--- config.mk ---
export PLATFORM = sky130hd
export DESIGN_NAME = fifo_wr_arbiter
export DESIGN_NICKNAME = d
export VERILOG_FILES = /design/src/rtl/fifo_wr_arbiter.sv
export SDC_FILE = /design/constraint.sdc
export NUM_CORES = 1
export LEC_CHECK = 0
export CAP_MARGIN = 0
export CORE_MARGIN = 1.5
export CORE_UTILIZATION = 35
export CTS_BUF_LIST = sky130_fd_sc_hd__clkbuf_4 sky130_fd_sc_hd__clkbuf_8
export DETAILED_ROUTE_END_ITERATION = 7
export PLACE_DENSITY = 0.81
export RECOVER_POWER = 25
export SLEW_MARGIN = 20
export SYNTH_ARGS = -nofsm -noshare
export SYNTH_HDL_FRONTEND = slang
export SYNTH_SLANG_ARGS = --single-unit
--- constraint.sdc ---
create_clock -name clk -period 2.1 [get_ports clk]
set_input_delay 0.42 -clock clk [delete_from_list [all_inputs] [get_ports clk]]
set_output_delay 0.42 -clock clk [all_outputs]
set_load 0.02 [all_outputs]
--- src/rtl/fifo_wr_arbiter.sv ---
// Round-robin arbiter sharing one fifo write port between NUM_REQ valid/ready producers.
// Optional saturating beat/stall counters are enabled with `define FIFO_ARB_STATS_EN.
module fifo_wr_arbiter #(
  parameter int NUM_REQ    = 4,
  parameter int DATA_WIDTH = 8,
  parameter int MAX_BURST  = 4,
  localparam int GW = (NUM_REQ > 1) ? $clog2(NUM_REQ) : 1
) (
  input  logic                          clk,
  input  logic                          rst_n,
  input  logic [NUM_REQ-1:0]            req_valid,
  input  logic [NUM_REQ*DATA_WIDTH-1:0] req_data,
  output logic [NUM_REQ-1:0]            req_ready,
  input  logic                          fifo_full,
  output logic                          fifo_write_enable,
  output logic [DATA_WIDTH-1:0]         fifo_data_in,
  output logic [GW-1:0]                 grant_id,
  output logic                          busy
`ifdef FIFO_ARB_STATS_EN
 ,output logic [15:0]                   stat_beats,
  output logic [15:0]                   stat_stalls
`endif
);

  localparam int CW = (MAX_BURST > 1) ? $clog2(MAX_BURST) : 1;

  typedef enum logic {IDLE, GRANT} state_t;

  state_t                  state, state_nxt;
  logic [GW-1:0]           grant_q, grant_nxt;
  logic [GW-1:0]           last_q, last_nxt;
  logic [CW-1:0]           beat_q, beat_nxt;
  logic [GW-1:0]           winner, cand;
  logic                    found;
  logic                    g_valid;
  logic [DATA_WIDTH-1:0]   g_data;
  logic                    xfer;
  logic                    stall;

  // Scan starts just after the last winner, so the previous owner is lowest priority.
  always_comb begin
    winner = '0;
    cand   = '0;
    found  = 1'b0;
    for (int k = 1; k <= NUM_REQ; k++) begin
      cand = GW'((int'(last_q) + k) % NUM_REQ);
      if (!found && req_valid[cand]) begin
        winner = cand;
        found  = 1'b1;
      end
    end
  end

  always_comb begin
    g_valid = 1'b0;
    g_data  = '0;
    for (int i = 0; i < NUM_REQ; i++) begin
      if (grant_q == GW'(i)) begin
        g_valid = req_valid[i];
        g_data  = req_data[i*DATA_WIDTH +: DATA_WIDTH];
      end
    end
  end

  // Handshake: a beat moves in the cycle where req_valid[g] and req_ready[g] are both high;
  // ready is only ever raised for the granted requester, and never while the fifo is full.
  assign xfer  = (state == GRANT) && g_valid && !fifo_full;
  assign stall = (state == GRANT) && g_valid && fifo_full;

  always_comb begin
    req_ready = '0;
    if (xfer) req_ready[grant_q] = 1'b1;
  end

  assign fifo_write_enable = xfer;
  assign fifo_data_in      = xfer ? g_data : '0;
  assign grant_id          = grant_q;
  assign busy              = (state == GRANT);

  always_comb begin
    state_nxt = state;
    grant_nxt = grant_q;
    last_nxt  = last_q;
    beat_nxt  = beat_q;
    case (state)
      IDLE: begin
        if (found) begin
          grant_nxt = winner;
          last_nxt  = winner;
          beat_nxt  = '0;
          state_nxt = GRANT;
        end
      end
      GRANT: begin
        if (!g_valid) begin
          state_nxt = IDLE;
          beat_nxt  = '0;
        end else if (xfer) begin
          if (beat_q == CW'(MAX_BURST - 1)) begin
            state_nxt = IDLE;
            beat_nxt  = '0;
          end else begin
            beat_nxt = beat_q + 1'b1;
          end
        end
      end
      default: state_nxt = IDLE;
    endcase
  end

  always_ff @(posedge clk or negedge rst_n) begin
    if (!rst_n) begin
      state   <= IDLE;
      grant_q <= '0;
      last_q  <= GW'(NUM_REQ - 1);
      beat_q  <= '0;
    end else begin
      state   <= state_nxt;
      grant_q <= grant_nxt;
      last_q  <= last_nxt;
      beat_q  <= beat_nxt;
    end
  end

`ifdef FIFO_ARB_STATS_EN
  always_ff @(posedge clk or negedge rst_n) begin
    if (!rst_n) begin
      stat_beats  <= '0;
      stat_stalls <= '0;
    end else begin
      if (xfer && stat_beats != 16'hFFFF)   stat_beats  <= stat_beats + 16'd1;
      if (stall && stat_stalls != 16'hFFFF) stat_stalls <= stat_stalls + 16'd1;
    end
  end
`endif

endmodule
==> impl_metrics.json, run 1 <==
{
  "internal_power_uw": 959,
  "cts_num_sinks": 7,
  "rows": 16,
  "num-nets-final": 189,
  "violations": "setup timing",
  "nFillCells": 136,
  "die_h_um": 49.1,
  "cts_buffers": 3,
  "r2r_slack_ps": 400,
  "fin_total_pwr_uw": 1560,
  "viasPerCell": 5.07,
  "endpoint": "fifo_data_in[2]",
  "maxSlewHeadroom_pct": 79.0,
  "antenna_found_initial": 0,
  "htreeDepth": 1,
  "detail_route.first_pass.iterations": 4,
  "min_period_ps": 2160,
  "die_area_sq_mm": 0.00241,
  "setup_viol_count_final": 4,
  "antenna_left": 0,
  "post_drt_wl_per_cell_um": 15.6,
  "drc": 0,
  "r2r_start": "grant_id[0]",
  "startpoint": "grant_id[0]",
  "maxCapViolations": 0,
  "numPortBuffers": 54,
  "synthTopCellsByArea": "dfrtp_1, mux4_2, mux4_1, dfstp_2, and2_1",
  "totalNegativeSetupSlack_ps": -160,
  "clock_latency_ps": 250,
  "synth_area_sq_um": 744,
  "synth_most_common_cell": "and2_1",
  "synth_top_family_by_area": "multiplexers",
  "ios": 55,
  "endpoint_kind": "output port",
  "power_density_mw_per_mm2": 1030,
  "synthCells": 71,
  "cpMaxStageDelayCell": "dfrtp_2",
  "status": "complete, but fails checks",
  "syn_area_per_cell_sq_um": 10.5,
  "worstMarginPinSlew_ps": 315,
  "gr-total-overflow": 0,
  "cp_common_cell": "buf_6",
  "clockPowerShare_pct": 8.5,
  "synth_common_cells": "and2_1, inv_1, nand2_1",
  "synth_mux_area_share_pct": 28.4,
  "cts_tree": "done",
  "synth_warnings": 0,
  "gp_congestion": 0.848,
  "worstPathRequired_ps": 1680,
  "synth_edf_count": 0,
  "drive_gt1_share_pct": 39.2,
  "worstReg2RegEnd": "beat_q[0]",
  "crit_cells": 7,
  "synth_top_area_cell": "dfrtp_1",
  "switching_share_pct": 38.7,
  "routed-via-count": 887,
  "seqPwrFrac_pct": 18.0,
  "fin_skew_ps": 4.91,
  "synth_compound_area_share_pct": 14.5,
  "p_leak_uw": 0.000677,
  "grt_pass1_vias": 936,
  "ys_seq_elements": 7,
  "finalHoldViolCount": 0,
  "synthArstFlopShare_pct": 100,
  "cp_data_arrival_time_ps": 1740,
  "peakVddDrop_v": 0.000786,
  "ff2ff_path_depth": 7,
  "grt_pass1_wl_um": 4490,
  "worst_slack_ps": -56.7,
  "path_buf_inv": 3,
  "cp_max_fo": 4,
  "initial_core_util_pct": 37.6,
  "grtUsageTotal_pct": 24.4,
  "synth_ff_type": "dfrtp_1",
  "n_antenna_cell": 0,
  "synth_top_cell_area_share_pct": 16.8,
  "grt_max_degree": 10,
  "worstSetupStartpointType": "flip-flop",
  "drt_iter0_drc": 13,
  "path_delay_family": "flip-flops",
  "synthesis.nets": 111,
  "p_sw_uw": 605,
  "combPwrFrac_pct": 73.5,
  "syn_to_final_growth_pct": 103,
  "cpPeakStageDelay_ps": 440,
  "synthAdderAreaFrac_pct": 1.68,
  "yosys.area_share.xor_xnor_pct": 0,
  "yosysUniqueCellTypes": 31,
  "wl_um": 2730,
  "cts_buffer_depth": 2,
  "clk_pin_slew_ps": 50,
  "hpwl_um": 2010,
  "max_freq_mhz": 464,
  "final_max_slew_viol_count": 0,
  "clockRootBuffer": "clkbuf_4",
  "path_cells": "buf_6, mux2i_2, o22a_2, nor2_4, buf_6, and2_4, buf_6",
  "finalCritPeriodShare_pct": 103,
  "synthSimpleGateAreaFrac_pct": 22.9,
  "die_w_um": 49.1,
  "holdCritPathClass": "input pin to async pin",
  "critPathKind": "flip-flop to output port",
  "rsz0062_at_grt": "true",
  "core_sq_mm": 0.00198,
  "yosysSeqAreaShare_pct": 23.9
}
## metal layers
layer	vias to the layer above	wire [um]	GRT usage, %
li1	426	-	-
met1	413	1070	28.1
met2	46	1400	43.7
met3	2	241	8.28
met4	0	12	4.29
met5	-	0	0
## state kept, by name, indices dropped and copies added, names as in the netlist
register  flops
beat_q        2
last_q        2
busy          1
grant_id      2
## logic make-up (layout without fill, tap and decap cells)
logic type,Yosys count,after routing
buffers and inverters,10,86
flip-flops,7,7
AO/OA/AOI/OAI,15,15
adder cells (fa/ha/maj),1,1
multiplexers,10,10
AND/OR/NAND/NOR,28,29
## repair_timing
action	in CTS	in global routing
setup buffers	5	2
pin swaps	4	5
cloned	1	0
gates resized for setup	58	18
setup endpoints to repair	13	10
hold buffers	0	0
## layout by cell type, fill, tap and decap left out, types with 2 or more instances in the layout
cell	n
a22o_1	2
and2_1	2
dfstp_2	2
mux4_1	3
and2_4	6
nand2b_1	3
a21oi_1	2
clkdlybuf4s50_1	36
inv_1	6
nor3_1	2
nor2_4	2
buf_6	9
mux4_2	5
nand2_1	6
dlygate4sd2_1	6
o21ai_0	3
dfrtp_1	4
clkbuf_4	4
buf_4	20
nor2_1	4
## final cells by class
cell class / count / area [sq um] / area share (%)
repair buffers: 76 / 716 / 47.3
multi-input cells: 55 / 532 / 35.2
flip-flops and latches: 7 / 179 / 11.8
well taps: 27 / 33.8 / 2.23
clock buffers: 4 / 30.0 / 1.99
inverters: 6 / 22.5 / 1.49
## power by group through the flow
stage | Sequential [uW] | Combinational [uW] | Clock, uW
after floorplan | 299 | 573 | 0
after global placement | 272 | 981 | 0
after detailed placement | 283 | 1000 | 0
after CTS | 281 | 1070 | 140
after global routing | 291 | 1230 | 148
final | 282 | 1150 | 133
## worst min path at each step
| stage | endpoint | slack (ps) | cells past startpoint |
|---|---|---|---|
| 2_1_floorplan | beat_q[0] | 120 | 0 |
| 3_3_place_gp | beat_q[1] | 490 | 1 |
| 3_5_place_dp | beat_q[1] | 500 | 1 |
| 4_1_cts | busy | 420 | 1 |
| 5_1_grt | busy | 510 | 1 |
| 6_report | grant_id[1] | 490 | 1 |
## through the flow
step | cell area, sq um | utilization (%) | instances | hold slack [ps] | worst slack [ps]
3_5_place_dp | 1400 | 70.7 | 163 | 499 | -515
5_1_grt | 1510 | 76.3 | 175 | 507 | -139
3_3_place_gp | 1400 | 70.7 | 163 | 489 | -486
4_1_cts | 1470 | 73.9 | 173 | 422 | -57.2
2_1_floorplan | 744 | - | 71 | 124 | 162
6_report | 1510 | 76.3 | 175 | 495 | -56.7
Power figures use the tool's default switching activity.
==> run 2: changes to the inputs <==
--- a/config.mk
+++ b/config.mk
@@ -7,10 +7,10 @@
 export LEC_CHECK = 0
 export CAP_MARGIN = 0
 export CORE_MARGIN = 1.5
-export CORE_UTILIZATION = 35
+export CORE_UTILIZATION = 38
 export CTS_BUF_LIST = sky130_fd_sc_hd__clkbuf_4 sky130_fd_sc_hd__clkbuf_8
 export DETAILED_ROUTE_END_ITERATION = 7
-export PLACE_DENSITY = 0.81
+export PLACE_DENSITY = 0.87
 export RECOVER_POWER = 25
 export SLEW_MARGIN = 20
 export SYNTH_ARGS = -nofsm -noshare
==> constraint.sdc (replaced) <==
create_clock -name clk -period 2.55 [get_ports clk]
set_input_delay 0.51 -clock clk [delete_from_list [all_inputs] [get_ports clk]]
set_output_delay 0.51 -clock clk [all_outputs]
set_load 0.02 [all_outputs]
==> run 2 against run 1 <==
Compared with the run above: the flow now finishes without violations; routed wire length fell by 8.5%; via count down 4.1%; sequential share of layout area is 1.2 points higher; first-iteration DRC count grew 15%; clock power decreased by 20%; global-route usage fell by 0.98 points; critical endpoint is now fifo_data_in[0].
==> impl_metrics.json, run 2 (synthesized netlist as in run 1, its figures left out) <==
{
  "status": "finished, final reports clean",
  "drt_iter0_drc": 15,
  "totalNegativeSetupSlack_ps": 0,
  "num-nets-final": 179,
  "peakVddDrop_v": 0.000568,
  "initial_core_util_pct": 41.8,
  "internal_power_uw": 635,
  "grtUsageTotal_pct": 23.4,
  "clockPowerShare_pct": 9.8,
  "fin_cells": 163,
  "min_period_ps": 2470,
  "maxSlewHeadroom_pct": 80.3,
  "switching_share_pct": 41.0,
  "post_drt_wl_per_cell_um": 15.3,
  "antenna_found_initial": 0,
  "p_leak_uw": 0.000634,
  "cp_max_fo": 5,
  "fin_skew_ps": 3.38,
  "p_sw_uw": 440,
  "gp_congestion": 0.850,
  "critPathKind": "input pin to output port",
  "routed-via-count": 851,
  "grt_pass1_wl_um": 3630,
  "grt_max_degree": 12,
  "clock_latency_ps": 240,
  "clockRootBuffer": "clkbuf_4",
  "n_antenna_cell": 0,
  "cts_num_sinks": 7,
  "combPwrFrac_pct": 67.7,
  "htreeDepth": 1,
  "dpl.cell_count": 158,
  "maxCapViolations": 0,
  "cpPeakStageDelay_ps": 480,
  "clk_pin_slew_ps": 50,
  "nFillCells": 128,
  "detail_route.first_pass.iterations": 4,
  "holdCritPathClass": "flip-flop to flip-flop",
  "fin_total_pwr_uw": 1070,
  "place_ws_ps": -255,
  "gr-total-overflow": 0,
  "cpMaxStageDelayCell": "clkdlybuf4s50_1",
  "path_cells": "clkdlybuf4s50_1, mux2i_1, o22a_2, nor2_4, and2_1, clkdlybuf4s15_1",
  "final_common_cell": "clkdlybuf4s50_1",
  "worst_slack_ps": 77.0,
  "viasPerCell": 5.22,
  "cts_tree": "done",
  "drive_gt1_share_pct": 26.1,
  "wl_um": 2500,
  "syn_to_final_growth_pct": 83.5,
  "antenna_left": 0,
  "worstMarginPinSlew_ps": 291,
  "worstSetupStartpointType": "input pin",
  "ios": 55,
  "cts_buffer_depth": 2,
  "rows": 15,
  "max_freq_mhz": 404,
  "final_max_slew_viol_count": 0,
  "grt_pass1_vias": 808,
  "worstPathRequired_ps": 2040,
  "cts_buffers": 3,
  "endpoint_kind": "output port",
  "die_area_sq_mm": 0.00223,
  "drc": 0,
  "numPortBuffers": 54,
  "seqPwrFrac_pct": 22.5,
  "core_sq_mm": 0.00178,
  "hpwl_um": 2080,
  "path_delay_family": "buffers and inverters",
  "die_h_um": 47.3,
  "rsz0062_at_grt": "false",
  "final_cell_mix": "clkdlybuf4s50_1, buf_4, and2_1, clkbuf_2",
  "die_w_um": 47.3,
  "power_density_mw_per_mm2": 787,
  "setup_viol_count_final": 0,
  "finalCritPeriodShare_pct": 97.0,
  "path_buf_inv": 2,
  "finalHoldViolCount": 0,
  "cp_data_arrival_time_ps": 1960
}
## run 2: changes by cell type in the layout (fill, tap and decap cells not counted), moves of 3 or more
cell / before / now
and2_1: 2 / 8
clkbuf_2: 1 / 7
clkdlybuf4s50_1: 36 / 40
buf_6: 9 / 0
and2_4: 6 / 0
dlygate4sd2_1: 6 / 3
buf_4: 20 / 12
## run 2: power by group through the flow
stage | sequential [uW] | combinational, uW | clock (uW)
2_1_floorplan | 247 | 472 | 0
3_3_place_gp | 237 | 734 | 0
3_5_place_dp | 244 | 753 | 0
4_1_cts | 241 | 728 | 110
5_1_grt | 256 | 794 | 116
6_report | 241 | 728 | 106
## run 2: final timing paths
check / start / end / slack [ps] / cells after the start
min in group asynchronous: rst_n / busy / 590 / 1
max in group asynchronous: rst_n / last_q[0] / 1680 / 1
worst max-delay path: req_valid[3] / fifo_data_in[0] / 80 / 6
worst max register to register: grant_id[0] / beat_q[1] / 850 / 6
worst min register to register: last_q[1] / last_q[1] / 500 / 2
worst min-delay path: last_q[1] / last_q[1] / 500 / 2
## run 2: layer usage
metal,vias up,wire length [um],global-route usage [%],share of wire (%)
met5,-,0,0,0
met4,0,0,1.67,0
met3,0,233,6.15,9.3
met2,40,1160,40.3,47
met1,403,1100,30.8,44
li1,408,-,-,-
## run 2: final cells by class
type / instances / area, sq um / area share, %
flip-flops and latches: 7 / 178 / 13.0
multi-input cells: 55 / 508 / 37.2
repair buffers: 66 / 597 / 43.7
inverters: 6 / 22.5 / 1.65
well taps: 25 / 31.3 / 2.29
clock buffers: 4 / 30.0 / 2.20
## run 2: timing repair
action | in CTS | in global routing
cloned | 0 | 1
hold endpoints to repair | 0 | 0
resized for setup | 11 | 17
endpoints found under the setup margin | 11 | 10
setup buffers | 0 | 0
pin swaps | 0 | 1
hold buffers | 0 | 0
## run 2: worst register-to-register path, delay by kind of cell, from the launching register on
kind            cells  cell delay (ps)
compound gates      2              450
buf+inv             2              340
flops               1              490
simple gates        1               80
mux                 1              220
## run 2: stage by stage
step                cell area [sq um]  utilization [%]  hold slack, ps
finish                           1370             76.6             505
detailed placement               1360             76.5             498
CTS                              1380             77.4             505
global placement                 1360             76.5             492
floorplan                         744                -             214
global route                     1370             76.6             528
